[config.mk]
export PLATFORM = sky130hd
export DESIGN_NAME = mbist_march_ctrl
export DESIGN_NICKNAME = d
export VERILOG_FILES = /design/src/rtl/mbist_march_ctrl.sv
export SDC_FILE = /design/constraint.sdc
export NUM_CORES = 1
export LEC_CHECK = 0
export BUFFER_PORTS_ARGS = -buffer_cell sky130_fd_sc_hd__buf_2
export CAP_MARGIN = 20
export CORE_MARGIN = 1
export CORE_UTILIZATION = 45
export CTS_CLUSTER_SIZE = 25
export DETAILED_ROUTE_END_ITERATION = 8
export GPL_TIMING_DRIVEN = 0
export MAX_ROUTING_LAYER = met4
export PLACE_DENSITY = 0.66
export SLEW_MARGIN = 0
export SYNTH_ARGS = -nofsm -noshare
export SYNTH_HDL_FRONTEND = slang
export SYNTH_SLANG_ARGS = --single-unit
[constraint.sdc]
create_clock -name clk_i -period 3.2 [get_ports clk_i]
set_clock_uncertainty 0.1 [all_clocks]
set_input_delay 0.64 -clock clk_i [delete_from_list [all_inputs] [get_ports clk_i]]
set_output_delay 0.64 -clock clk_i [all_outputs]
set_load 0.05 [all_outputs]
[src/rtl/mbist_march_ctrl.sv]
// rtl/mbist_march_ctrl.sv - March C- memory BIST controller driving an SRAM macro BIST port
// Issues one registered SRAM operation per cycle; read data is checked one cycle after its read.
module mbist_march_ctrl #(
    parameter int ADDR_W = 10,
    parameter int DATA_W = 8
) (
    input  logic              clk_i,
    input  logic              rst_ni,
    input  logic              start_i,
    input  logic              abort_i,
    output logic              bist_en_o,
    output logic              bist_men_o,
    output logic              bist_wen_o,
    output logic              bist_ren_o,
    output logic [ADDR_W-1:0] bist_addr_o,
    output logic [DATA_W-1:0] bist_din_o,
    output logic [DATA_W-1:0] bist_bm_o,
    input  logic [DATA_W-1:0] rdata_i,
    output logic              busy_o,
    output logic              done_o,
    output logic              fail_o,
    output logic [ADDR_W-1:0] fail_addr_o,
    output logic [7:0]        fail_cnt_o
);

    typedef enum logic [1:0] {IDLE, RUN, DRAIN, DONE} state_t;

    localparam logic [ADDR_W-1:0] ADDR_MAX = '1;

    state_t            state_q, state_d;
    logic [2:0]        elem_q, elem_d;
    logic              phase_q, phase_d;
    logic              en_d, wen_d, ren_d;
    logic [ADDR_W-1:0] addr_d;
    logic [DATA_W-1:0] din_d, bm_d;
    logic              done_d, fail_d;
    logic [ADDR_W-1:0] fail_addr_d;
    logic [7:0]        fail_cnt_d;
    logic              rd_pend_q, rd_pend_d;
    logic [DATA_W-1:0] exp_q, exp_d;
    logic [ADDR_W-1:0] cmp_addr_q, cmp_addr_d;

    logic [2:0]        nxt_elem;
    logic              nxt_phase;
    logic [ADDR_W-1:0] nxt_addr;
    logic              two_op, down, at_end, last_op;
    logic [1:0]        op;

    // {is_read, data_bit} of the operation at (element, phase); phase 1 is the write of r/w pairs
    function automatic logic [1:0] op_decode(input logic [2:0] e, input logic p);
        case (e)
            3'd0:       op_decode = 2'b00;
            3'd1, 3'd3: op_decode = p ? 2'b01 : 2'b10;
            3'd2, 3'd4: op_decode = p ? 2'b00 : 2'b11;
            default:    op_decode = 2'b10;
        endcase
    endfunction

    always_comb begin
        two_op    = (elem_q >= 3'd1) && (elem_q <= 3'd4);
        down      = (elem_q >= 3'd3);
        at_end    = down ? (bist_addr_o == '0) : (bist_addr_o == ADDR_MAX);
        last_op   = (elem_q == 3'd5) && at_end;
        nxt_elem  = elem_q;
        nxt_phase = 1'b0;
        nxt_addr  = bist_addr_o;
        if (two_op && !phase_q) begin
            nxt_phase = 1'b1;
        end else if (at_end) begin
            nxt_elem = elem_q + 3'd1;
            nxt_addr = (elem_q >= 3'd2) ? ADDR_MAX : '0;
        end else if (down) begin
            nxt_addr = bist_addr_o - 1'b1;
        end else begin
            nxt_addr = bist_addr_o + 1'b1;
        end
        op = op_decode(nxt_elem, nxt_phase);
    end

    always_comb begin
        state_d     = state_q;
        elem_d      = elem_q;
        phase_d     = phase_q;
        en_d        = 1'b0;
        wen_d       = 1'b0;
        ren_d       = 1'b0;
        addr_d      = '0;
        din_d       = '0;
        bm_d        = '0;
        done_d      = done_o;
        fail_d      = fail_o;
        fail_addr_d = fail_addr_o;
        fail_cnt_d  = fail_cnt_o;
        rd_pend_d   = 1'b0;
        exp_d       = exp_q;
        cmp_addr_d  = cmp_addr_q;

        if ((state_q == RUN || state_q == DRAIN) && !abort_i && rd_pend_q && (rdata_i != exp_q)) begin
            fail_d     = 1'b1;
            fail_cnt_d = (fail_cnt_o == 8'hFF) ? 8'hFF : fail_cnt_o + 8'd1;
            if (!fail_o) fail_addr_d = cmp_addr_q;
        end

        case (state_q)
            IDLE, DONE: begin
                if (start_i && !abort_i) begin
                    state_d     = RUN;
                    done_d      = 1'b0;
                    fail_d      = 1'b0;
                    fail_addr_d = '0;
                    fail_cnt_d  = '0;
                    elem_d      = 3'd0;
                    phase_d     = 1'b0;
                    en_d        = 1'b1;
                    wen_d       = 1'b1;
                    bm_d        = '1;
                end
            end
            RUN: begin
                if (abort_i) begin
                    state_d = IDLE;
                end else begin
                    rd_pend_d  = bist_ren_o;
                    exp_d      = bist_din_o;
                    cmp_addr_d = bist_addr_o;
                    en_d       = 1'b1;
                    if (last_op) begin
                        state_d = DRAIN;
                    end else begin
                        elem_d  = nxt_elem;
                        phase_d = nxt_phase;
                        addr_d  = nxt_addr;
                        ren_d   = op[1];
                        wen_d   = !op[1];
                        din_d   = {DATA_W{op[0]}};
                        bm_d    = '1;
                    end
                end
            end
            DRAIN: begin
                if (abort_i) begin
                    state_d = IDLE;
                end else begin
                    state_d = DONE;
                    done_d  = 1'b1;
                end
            end
            default: state_d = IDLE;
        endcase
    end

    always_ff @(posedge clk_i or negedge rst_ni) begin
        if (!rst_ni) begin
            state_q     <= IDLE;
            elem_q      <= '0;
            phase_q     <= 1'b0;
            bist_en_o   <= 1'b0;
            bist_men_o  <= 1'b0;
            bist_wen_o  <= 1'b0;
            bist_ren_o  <= 1'b0;
            bist_addr_o <= '0;
            bist_din_o  <= '0;
            bist_bm_o   <= '0;
            done_o      <= 1'b0;
            fail_o      <= 1'b0;
            fail_addr_o <= '0;
            fail_cnt_o  <= '0;
            rd_pend_q   <= 1'b0;
            exp_q       <= '0;
            cmp_addr_q  <= '0;
        end else begin
            state_q     <= state_d;
            elem_q      <= elem_d;
            phase_q     <= phase_d;
            bist_en_o   <= en_d;
            bist_men_o  <= wen_d | ren_d;
            bist_wen_o  <= wen_d;
            bist_ren_o  <= ren_d;
            bist_addr_o <= addr_d;
            bist_din_o  <= din_d;
            bist_bm_o   <= bm_d;
            done_o      <= done_d;
            fail_o      <= fail_d;
            fail_addr_o <= fail_addr_d;
            fail_cnt_o  <= fail_cnt_d;
            rd_pend_q   <= rd_pend_d;
            exp_q       <= exp_d;
            cmp_addr_q  <= cmp_addr_d;
        end
    end

    assign busy_o = bist_en_o;

endmodule
# Word-level counts from Yosys, hierarchy flattened

Cells that the tools add are included.

Register bits after elaboration: 75
Bits in latches: 0
RAM bits: 0
Memory bits (read-only): 0
Input port bits: 12
Output and inout port bits: 51
Word-level logic and storage cells: 125
Memories kept: 0

Add/subtract/negate cells: 4
Multiply operators: 0
Divide/modulo/power cells: 0
Magnitude comparators: 4
Eq/ne operators: 17
Shifts and indexed selects: 0
Multiplexer cells: 58
Bitwise gates (word level): 2
Reduce and logical (&&, ||, !) cells: 23

Operator list:

| cell                  | number |
|---|---|
| $mux 10               | 11 |
| $mux 8                | 10 |
| $mux 1                | 18 |
| $pmux 8 s2            | 1 |
| $mux 3                | 5 |
| $mux 2                | 6 |
| $pmux 2 s3            | 2 |
| $add 10x1->10 const B | 1 |
| $eq 10x10->1 const B  | 1 |
| $logic_not 10->1      | 1 |
| $sub 10x1->10 const B | 1 |
| $add 8x1->8 const B   | 1 |
| $eq 8x8->1 const B    | 1 |
| $ne 2x2->1 const B    | 4 |
| $ne 8x8->1            | 1 |
| $pmux 1 s2            | 4 |
| $logic_and 1x1->1     | 7 |
| $eq 3x2->1 const B    | 2 |
| $eq 3x3->1 const B    | 2 |
| $ge 3x2->1 const B    | 2 |
| $pmux 3 s2            | 1 |
| $reduce_or 2->1       | 3 |
| $eq 2x2->1 const B    | 2 |
| $ne 4x4->1 const B    | 1 |
| 16 further kinds      | 20 |

# Longest topological paths before layout

Gate-level depths: netlist of the first run.

Depth in word-level cells: 12
Mapped depth: 12
Depth with buffers taken out: 11

# Worst setup path before layout of the first run

No wires, ideal clock.

Kind: register to register
Start point: reg elem_q[0]
End point: reg bist_addr_o[9]
Library setup time: 0.122 ns
Data arrival time: 2.518 ns
Data required time: 2.978 ns
Slack: 0.460 ns
Cell stages (with the launch flop): 12
Buffers on the path: 1
Period minus slack after synthesis: 2.740 ns
Path through: dfrtp_1 -> ha_1 -> ha_1 -> a211o_1 -> buf_2 -> ha_1 -> a211oi_1 -> nor2_1 -> o21a_1 -> o211ai_1 -> o21ai_0 -> o2bb2ai_1

Word-level cells in the longest chain between the ends: 7
Elaborated cells on any way between the ends: 17
Those cells by class: order compare (4); eq/ne (2); mux (8); reduce/logical (3)

Ends and longest elaborated chain:

| element                               | line   | text |
|---|---|---|
| start, declared                       | 31     | `logic [2:0] elem_q, elem_d;` |
| start signal, assigned                | 173    | `elem_q <= elem_d;` |
| $ge 3x2->1 (on tied branches)         | 61, 71 |  |
| $mux 10, or another cell as far along | 72     | `end else if (down) begin` |
| $mux 10                               | 69     | `end else if (at_end) begin` |
| $mux 10                               | 67     | `if (two_op && !phase_q) begin` |
| $mux 10                               | 127    | `if (last_op) begin` |
| $mux 10                               | 120    | `if (abort_i) begin` |
| $mux 10                               | 104    | `case (state_q)` |
| end signal, assigned                  | 179    | `bist_addr_o <= addr_d;` |
| end, declared                         | 15     | `output logic [ADDR_W-1:0] bist_addr_o,` |

Parallel ways exist; a longest one is shown, timed or not. The select of a mux whose other input is x is not followed.
A chain may end at the register's enable or synchronous reset.

# Worst setup path in the final report of the first run

Ends and elaborated chain as after synthesis.

==> results.toml, run 1 <==
[synthesis]
synth_adder_area_share_pct = 6.659
syn_area_per_cell_um2 = 9.452
synth_cells = 330
synthArstFlopShare_pct = 100.0
yosysUniqueCellTypes = 51
synthXorXnorAreaFrac_pct = 1.404
synth_nets = 358
yosys.area_share.simple_pct = 17.45
synth-seq-cells = 54
muxShareOfSynthArea_pct = 6.739
syn_area_mm2 = 0.003119
synth_compound_area_share_pct = 16.97
synth_warnings = 0
synth-main-ff-cell = "dfrtp_1"
synth_top_family_by_area = "simple AND/OR/NAND/NOR gates"
seq_area_frac_synth_pct = 43.32
synth_edf_count = 0

[power_and_ir_drop]
ir_drop_mv = 0.2644
power.density_mw_per_mm2 = 530.6
leakage_nw = 1.933

[grt]
grt-ovfl-total = 0
grt_first_pass_wirelength_um = 11270
antenna_found_initial = 0
grt_max_degree = 29
grt_pass1_vias = 2389
grtUsageTotal_pct = 19.84

[clocking]
cts_setup_buffers = 0
clk_pin_slew_ns = 0.10
cts_buffers = 5
clock-sinks = 54
cts_tree = "yes"
cts_hold_buf = 0
post_cts_resized = 0
cts_max_level = 2
clk_latency_ns = 0.30
clockBufferDepth = 2
root_buffer = "clkbuf_8"

[floorplan]
start_util_pct = 47.76
die_h_um = 85.26
coreArea_mm2 = 0.006531
dieWidth_um = 85.26
rows = 29
die_area_mm2 = 0.007268
ios = 63

[timing]
tightestPinTransition_ns = 0.8252
fin_ws_ns = 0.2253
max_freq_mhz = 336.2
rsz0062_at_grt = "no"
setup_viol = 0
min_period_ns = 2.975
final_max_slew_viol_count = 0
setup_tns_ns = 0
fin_crit_sh_pct = 92.96
hold_violations = 0
relSlewSlack_pct = 44.66

[placed_design]
routabilityCongestion = 0.8628
dp_slack_ns = 0.2294
dp_hpwl_um = 5053
port_buffers = 62

[critical_path]
r2r-end = "bist_addr_o[9]$_DFFE_PN0P_"
cp.required_ns = 3.30
worstPathArrival_ns = 3.08
worst_r2r_path_depth = 11
reg2reg_setup_slack_ns = 0.23
startpoint_type = "flip-flop"
timing.rr.start = "elem_q[0]$_DFFE_PN0P_"
critPathCaptureType = "flip-flop"
critPathKind = "flip-flop to flip-flop"
cp_max_fo = 17

[final_layout]
drive_above_1_share_pct = 25.94
area_growth_pct = 17.57
layout_common_cells = "buf_2 (65), dfrtp_1 (54), nor2_1 (34)"
final_common_cell = "buf_2"
antenna_cells = 0
nets = 428

[route]
wl_per_cell_um = 13.92
drc = 0
ant_nets = 0
wl_um = 6654
num_vias = 2629
drt_iter0_markers = 128
viasPerCell = 5.500
first_pass_iters = 6

[job]
drv_cap = 0

[outcome]
status = "complete, no violations"

[hold_path]
hold_path_class = "primary input to asynchronous set/reset pin"
## per-stage QoR
step                      std cells  hold WS, ns  util (%)  power (mW)  cell area, um2
after global placement          469       0.3649     53.98       1.466            3526
final                           478       0.2416     56.15       1.946            3667
after floorplan                 330       0.2444         -       1.318            3119
after global routing            478       0.2697     56.15       2.056            3667
after detailed placement        470       0.3740     54.29       1.480            3546
after CTS                       478       0.2464     56.15       1.965            3667
## worst max-delay path: stages, from the launching register on
cell,delay (ns)
dfrtp_1,0.42
ha_1,0.21
ha_1,0.17
a211o_1,0.29
buf_2,0.23
ha_1,0.32
a211oi_1,0.29
nor2_1,0.13
o21a_1,0.22
o211ai_1,0.22
o21ai_0,0.10
o2bb2ai_1,0.17
## how the worst max path moves through the flow
| stage | from | end | slack [ns] | cells past startpoint |
|---|---|---|---|---|
| after floorplan | elem_q[0]$_DFFE_PN0P_ | bist_addr_o[9]$_DFFE_PN0P_ | 0.46 | 11 |
| after global placement | elem_q[0]$_DFFE_PN0P_ | bist_addr_o[9]$_DFFE_PN0P_ | 0.23 | 11 |
| after detailed placement | elem_q[0]$_DFFE_PN0P_ | bist_addr_o[9]$_DFFE_PN0P_ | 0.23 | 11 |
| after CTS | elem_q[0]$_DFFE_PN0P_ | bist_addr_o[9]$_DFFE_PN0P_ | 0.21 | 11 |
| after global routing | elem_q[0]$_DFFE_PN0P_ | bist_addr_o[9]$_DFFE_PN0P_ | 0.02 | 11 |
| final | elem_q[0]$_DFFE_PN0P_ | bist_addr_o[9]$_DFFE_PN0P_ | 0.23 | 11 |
## where the power goes
group / leakage [nW] / total [mW] / switching (mW) / internal [mW]
clock: 0.0618 / 0.482 / 0.224 / 0.258
sequential: 0.747 / 0.771 / 0.0398 / 0.731
combinational: 1.12 / 0.693 / 0.495 / 0.198
## cells in the mapped netlist (3+ instances only)
cell type  count  area [um2]
o2bb2ai_1      3       26.28
buf_4         16       120.1
nor2b_1        4       25.02
o21a_1         3       22.52
a22o_1         5       43.79
a21oi_1       19       95.09
mux2i_1       12       120.1
buf_2          3       15.01
xnor2_1        4       35.03
or3_1          3       18.77
and3_1         7       43.79
o21ai_1        3       15.01
a311oi_1       4       35.03
clkbuf_1       6       22.52
nand2_1       28       105.1
a211oi_1       7       52.55
nor4_1         3       18.77
nor3_1         7       35.03
o21ai_0       18       90.09
and2_1         3       18.77
nor2_1        34       127.6
inv_1         16       60.06
nand3_1        7       35.03
o22ai_1        3       18.77
mux2_2         8       90.09
ha_1          15       187.7
nand4_1        5       31.28
dfrtp_1       54        1351
## sequential cells by signal (all words and copies together), names as in the netlist
register / count
bist_men_o: 1
bist_ren_o: 1
elem_q: 3
bist_en_o: 1
rd_pend_q: 1
fail_addr_o: 10
cmp_addr_q: 10
state_q: 2
phase_q: 1
bist_wen_o: 1
exp_q: 1
bist_din_o: 1
bist_addr_o: 10
done_o: 1
bist_bm_o: 1
fail_cnt_o: 8
fail_o: 1
## cell families (layout without fill, tap and decap cells)
kind of cell	count (synthesis)	in the layout
buf+inv	43	114
simple gates	111	111
mux	20	20
flops	54	54
compound gates	81	81
fa+ha+maj	16	16
xor+xnor	5	5
## layer usage
metal	routed length, um	track usage (%)	vias to the layer above
met4	35	5.152	0
met2	3027	31.82	91
met5	0	-	-
li1	-	-	1309
met3	335	2.821	4
met1	3255	26.58	1225
## cell type report
cell class	count	area (um2)
Timing Repair Buffer	63	330.3
Clock buffer	6	82.58
Clock inverter	2	38.79
Sequential cell	54	1351
Inverter	17	63.81
Fill cell	601	2864
Tap cell	77	96.34
Multi-Input combinational cell	233	1535
Buffer	26	168.9
No activity file was read; power rests on OpenSTA's default activity.
==> inputs of run 2 (changes only) <==
--- a/config.mk
+++ b/config.mk
@@ -14,7 +14,8 @@
 export GPL_TIMING_DRIVEN = 0
 export MAX_ROUTING_LAYER = met4
 export PLACE_DENSITY = 0.66
-export SLEW_MARGIN = 0
+export SETUP_SLACK_MARGIN = 0.4
+export SLEW_MARGIN = 20
 export SYNTH_ARGS = -nofsm -noshare
 export SYNTH_HDL_FRONTEND = slang
 export SYNTH_SLANG_ARGS = --single-unit
==> results.toml, run 2 (synthesis results as in run 1) <==
[outcome]
status = "complete, no violations"

[placed_design]
numPlacedInstances = 469
routabilityCongestion = 0.8628
dp_hpwl_um = 4950
port_buffers = 62

[route]
met2WireLength_um = 3242
drt_iter0_markers = 165
wl_per_cell_um = 14.48
wl_met3_um = 375
dr.max_layer_used = "met4"
first_pass_iters = 5
num_vias = 2690
viasPerCell = 5.604
drt-met1-wl_um = 3285
drc = 0
ant_nets = 0
wl_um = 6951

[timing]
max_freq_mhz = 365.1
setup_viol = 0
hold_violations = 0
min_period_ns = 2.739
fin_crit_sh_pct = 85.60
tightestPinTransition_ns = 0.8544
rsz0062_at_grt = "yes"
final_max_slew_viol_count = 0
setup_tns_ns = 0
relSlewSlack_pct = 42.69

[clocking]
cts_max_level = 2
cts_tree = "yes"
clockBufferDepth = 2
cts_buffers = 5
clk_latency_ns = 0.31
clock-sinks = 54
root_buffer = "clkbuf_8"
clk_pin_slew_ns = 0.11

[critical_path]
cp_num_buf_inv = 1
cp.required_ns = 3.31
cp_slowest_stage_delay_ns = 0.39
slowest_stage = "dfrtp_1"
path_cells = "ha_1 -> ha_1 -> a211o_4 -> buf_12 -> ha_2 -> nor2b_4 -> o2111ai_2 -> nand3_1 -> and4_1 -> o21ai_0 -> a22o_1"
cp_max_fo = 7
crit_top_cell = "ha_1"
startpoint_type = "flip-flop"
critPathKind = "flip-flop to flip-flop"
critPathTopFamily = "compound AO/OA/AOI/OAI gates"
reg2reg_setup_slack_ns = 0.46
worstPathArrival_ns = 2.85
critPathCaptureType = "flip-flop"

[final_layout]
layoutNonFillerInstCount = 480
layout_common_cells = "buf_2 (63), dfrtp_1 (54), nor2_1 (33)"
nets = 430
drive_above_1_share_pct = 29.78
finish.utilization_pct = 58.35
area_growth_pct = 22.18
antenna_cells = 0
final_common_cell = "buf_2"
largestRegisters = "bist_addr_o x10, cmp_addr_q x10, fail_addr_o x10"

[floorplan]
start_util_pct = 47.76
dieWidth_um = 85.26
ios = 63
coreArea_mm2 = 0.006531
die_h_um = 85.26
die_area_mm2 = 0.007268
rows = 29

[power_and_ir_drop]
leakage_nw = 1.940
ir_drop_mv = 0.2416
p_total_mw = 1.956
power.density_mw_per_mm2 = 513.2

[grt]
grt-ovfl-total = 0
grtUsageTotal_pct = 19.55
antenna_found_initial = 0
grt_max_degree = 55
grt_pass1_vias = 2441
grt_first_pass_wirelength_um = 11120

[hold_path]
hold_path_class = "primary input to asynchronous set/reset pin"

[job]
drv_cap = 0
## run 2: changes by cell type in the layout (fill, tap and decap cells not counted), sizes merged
| cell | delta |
|---|---|
| clkbuf | +1 |
| buf | +1 |
## run 2: final cells by class
| type | instances | area (um2) |
|---|---|---|
| timing repair buffer | 65 | 352.8 |
| clock buffer | 6 | 82.58 |
| fill | 590 | 2720 |
| inverter | 17 | 63.81 |
| clock inverter | 2 | 38.79 |
| sequential | 54 | 1351 |
| multi-input combinational | 233 | 1642 |
| tap | 77 | 96.34 |
| buffer | 26 | 183.9 |
## run 2: where the power goes
part | leakage (nW) | switching [mW] | internal (mW)
clock | 0.0618 | 0.232 | 0.258
combinational | 1.13 | 0.493 | 0.199
sequential | 0.747 | 0.0432 | 0.731
total | 1.94 | 0.768 | 1.19
## run 2: per-layer routing
metal	vias up	GRT usage, %
met3	7	3.113
met4	0	5.606
met2	92	32.11
met1	1270	25.11
met5	-	-
li1	1321	-
## run 2: worst reg2reg max path, cell delays in order, from the launching register on
cell	delay (ns)
dfrtp_1	0.39
ha_1	0.20
ha_1	0.18
a211o_4	0.30
buf_12	0.15
ha_2	0.36
nor2b_4	0.18
o2111ai_2	0.12
nand3_1	0.14
and4_1	0.19
o21ai_0	0.09
a22o_1	0.24
## run 2: repair_timing
action	in CTS	in global routing
cloned	0	1
resized for setup	5	18
buffers inserted	1	1
pin swaps	2	8
hold buffers	0	0
setup endpoints to repair	3	15
## run 2: final timing paths
| check | endpoint | startpoint | cells after the start |
|---|---|---|---|
| worst min register to register | cmp_addr_q[0]$_DFFE_PN0P_ | cmp_addr_q[0]$_DFFE_PN0P_ | 2 |
| worst max-delay path | bist_addr_o[8]$_DFFE_PN0P_ | elem_q[0]$_DFFE_PN0P_ | 11 |
| worst max register to register | bist_addr_o[8]$_DFFE_PN0P_ | elem_q[0]$_DFFE_PN0P_ | 11 |
| min in group clk_i | cmp_addr_q[0]$_DFFE_PN0P_ | cmp_addr_q[0]$_DFFE_PN0P_ | 2 |
| worst min-delay path | fail_cnt_o[5]$_DFF_PN0_ | rst_ni | 1 |
| max in group asynchronous | bist_addr_o[1]$_DFFE_PN0P_ | rst_ni | 1 |
## run 2: stage by stage
stage	setup WS (ns)	hold WS, ns	instance area (um2)
after floorplan	0.4601	0.2444	3119
after global placement	0.2318	0.3649	3526
after detailed placement	0.2098	0.3743	3528
after CTS	0.4088	0.2761	3671
after global routing	0.3687	0.2913	3811
final	0.4610	0.2398	3811
==> inputs of run 3 (changes only) <==
--- a/config.mk
+++ b/config.mk
@@ -14,6 +14,7 @@
 export GPL_TIMING_DRIVEN = 0
 export MAX_ROUTING_LAYER = met4
 export PLACE_DENSITY = 0.66
+export REMOVE_ABC_BUFFERS = 1
 export SETUP_SLACK_MARGIN = 0.4
 export SLEW_MARGIN = 20
 export SYNTH_ARGS = -nofsm -noshare
==> results.toml, run 3 (synthesis results as in run 1) <==
[timing]
setup_viol = 0
rsz0062_at_grt = "yes"
tightestPinTransition_ns = 0.7065
min_period_ns = 2.786
fin_ws_ns = 0.4137
hold_violations = 0
relSlewSlack_pct = 52.79
fin_crit_sh_pct = 87.07
final_max_slew_viol_count = 0
whs_ns = 0.2527
max_freq_mhz = 358.9

[grt]
grt_max_degree = 55
grt-ovfl-total = 0
grt_pass1_vias = 2347
grt_first_pass_wirelength_um = 11390
grtUsageTotal_pct = 20.26
antenna_found_initial = 0

[floorplan]
coreArea_mm2 = 0.006531
die_h_um = 85.26
start_util_pct = 47.76
dieWidth_um = 85.26
die_area_mm2 = 0.007268
ios = 63
rows = 29

[critical_path]
cp.required_ns = 3.30
path_cells = "ha_4 -> ha_4 -> a211o_4 -> buf_6 -> buf_4 -> ha_4 -> a21oi_4 -> nand2_2 -> o21a_1 -> o211ai_1 -> o21ai_1 -> o2bb2ai_1"
critPathCaptureType = "flip-flop"
worstPathArrival_ns = 2.88
cp_max_fo = 4
cp_num_buf_inv = 2
critPathTopFamily = "compound AO/OA/AOI/OAI gates"
crit_top_cell = "ha_4"
startpoint_type = "flip-flop"
cp_slowest_stage_delay_ns = 0.44
slowest_stage = "dfrtp_2"
critPathKind = "flip-flop to flip-flop"

[final_layout]
num-fill-cells = 560
stdcell_area_mm2 = 0.003807
final_common_cell = "buf_2"
antenna_cells = 0
layout_common_cells = "buf_2 (61), dfrtp_1 (51), nor2_1 (32)"
drive_above_1_share_pct = 31.35
layoutNonFillerInstCount = 463
largestRegisters = "bist_addr_o x10, cmp_addr_q x10, fail_addr_o x10"
area_growth_pct = 22.06
nets = 414

[power_and_ir_drop]
power.internal_mw = 1.143
p_total_mw = 1.890
pwr-share-seq_pct = 40.8
ir_drop_mv = 0.2674
clockPowerShare_pct = 24.4
swShare_pct = 39.52
p_sw_uw = 747.2
leakage_nw = 1.862
power.density_mw_per_mm2 = 496.5
combinationalPowerShare_pct = 34.8

[clocking]
clk_pin_slew_ns = 0.09
cts_tree = "yes"
clockBufferDepth = 2
clock-sinks = 54
root_buffer = "clkbuf_8"
cts_hold_buf = 0
clk_latency_ns = 0.30
cts_buffers = 5
cts_max_level = 2

[placed_design]
dpl_cell_area_mm2 = 0.003378
port_buffers = 62
routabilityCongestion = 0.8195
dp_slack_ns = -0.06164
numPlacedInstances = 444
dp_hpwl_um = 4826

[route]
wl_per_cell_um = 15.55
viasPerCell = 5.752
num_vias = 2663
drc = 0
drt_iter0_markers = 179
ant_nets = 0
wl_um = 7198
first_pass_iters = 4

[hold_path]
hold_path_class = "primary input to asynchronous set/reset pin"

[outcome]
status = "complete, no violations"

[job]
drv_cap = 0
==> run 3: repair_timing <==
action                     CTS  global route
gates resized for setup      8            35
setup endpoints to repair   28            17
pin swaps                    2            15
buffers inserted             5             7
==> run 3: final timing paths <==
path / from / to / slack, ns / depth (start not counted)
setup / recovery: elem_q[1]$_DFFE_PN0P_ / bist_addr_o[9]$_DFFE_PN0P_ / 0.41 / 12
hold / removal: rst_ni / fail_cnt_o[0]$_DFF_PN0_ / 0.25 / 1
setup reg to reg: elem_q[1]$_DFFE_PN0P_ / bist_addr_o[9]$_DFFE_PN0P_ / 0.41 / 12
hold reg to reg: cmp_addr_q[9]$_DFFE_PN0P_ / cmp_addr_q[9]$_DFFE_PN0P_ / 0.39 / 2
max in group asynchronous: rst_ni / elem_q[0]$_DFFE_PN0P_ / 2.25 / 1
min in group clk_i: cmp_addr_q[9]$_DFFE_PN0P_ / cmp_addr_q[9]$_DFFE_PN0P_ / 0.39 / 2
==> run 3: area by class of cell <==
class / count / area [um2] / share of cell area [%]
clock inverters: 1 / 30.03 / 0.7887
well taps: 77 / 96.34 / 2.530
multi-input cells: 233 / 1745 / 45.84
inverters: 17 / 63.81 / 1.676
flip-flops and latches: 54 / 1355 / 35.59
clock buffers: 6 / 82.58 / 2.169
repair buffers: 75 / 434.2 / 11.40
==> run 3: routing by layer <==
layer / GRT usage [%] / vias up / routed length (um)
met5: - / - / 0
met4: 5.909 / 0 / 186
met3: 3.405 / 15 / 334
met2: 31.23 / 80 / 3354
met1: 27.61 / 1284 / 3323
li1: - / 1284 / -
==> run 3: power groups by stage <==
stage | Clock (mW) | Combinational (mW) | Sequential (mW)
2_1_floorplan | 0 | 0.216 | 1.03
3_3_place_gp | 0 | 0.629 | 0.778
3_5_place_dp | 0 | 0.649 | 0.780
4_1_cts | 0.471 | 0.649 | 0.768
5_1_grt | 0.500 | 0.713 | 0.779
6_report | 0.462 | 0.658 | 0.771
==> run 3: per-stage QoR <==
stage,setup TNS (ns),util (%)
floorplan,-3.569,-
global placement,-5.191,51.40
detailed placement,-0.3830,51.72
CTS,0,54.41
global route,0,58.29
finish,0,58.29
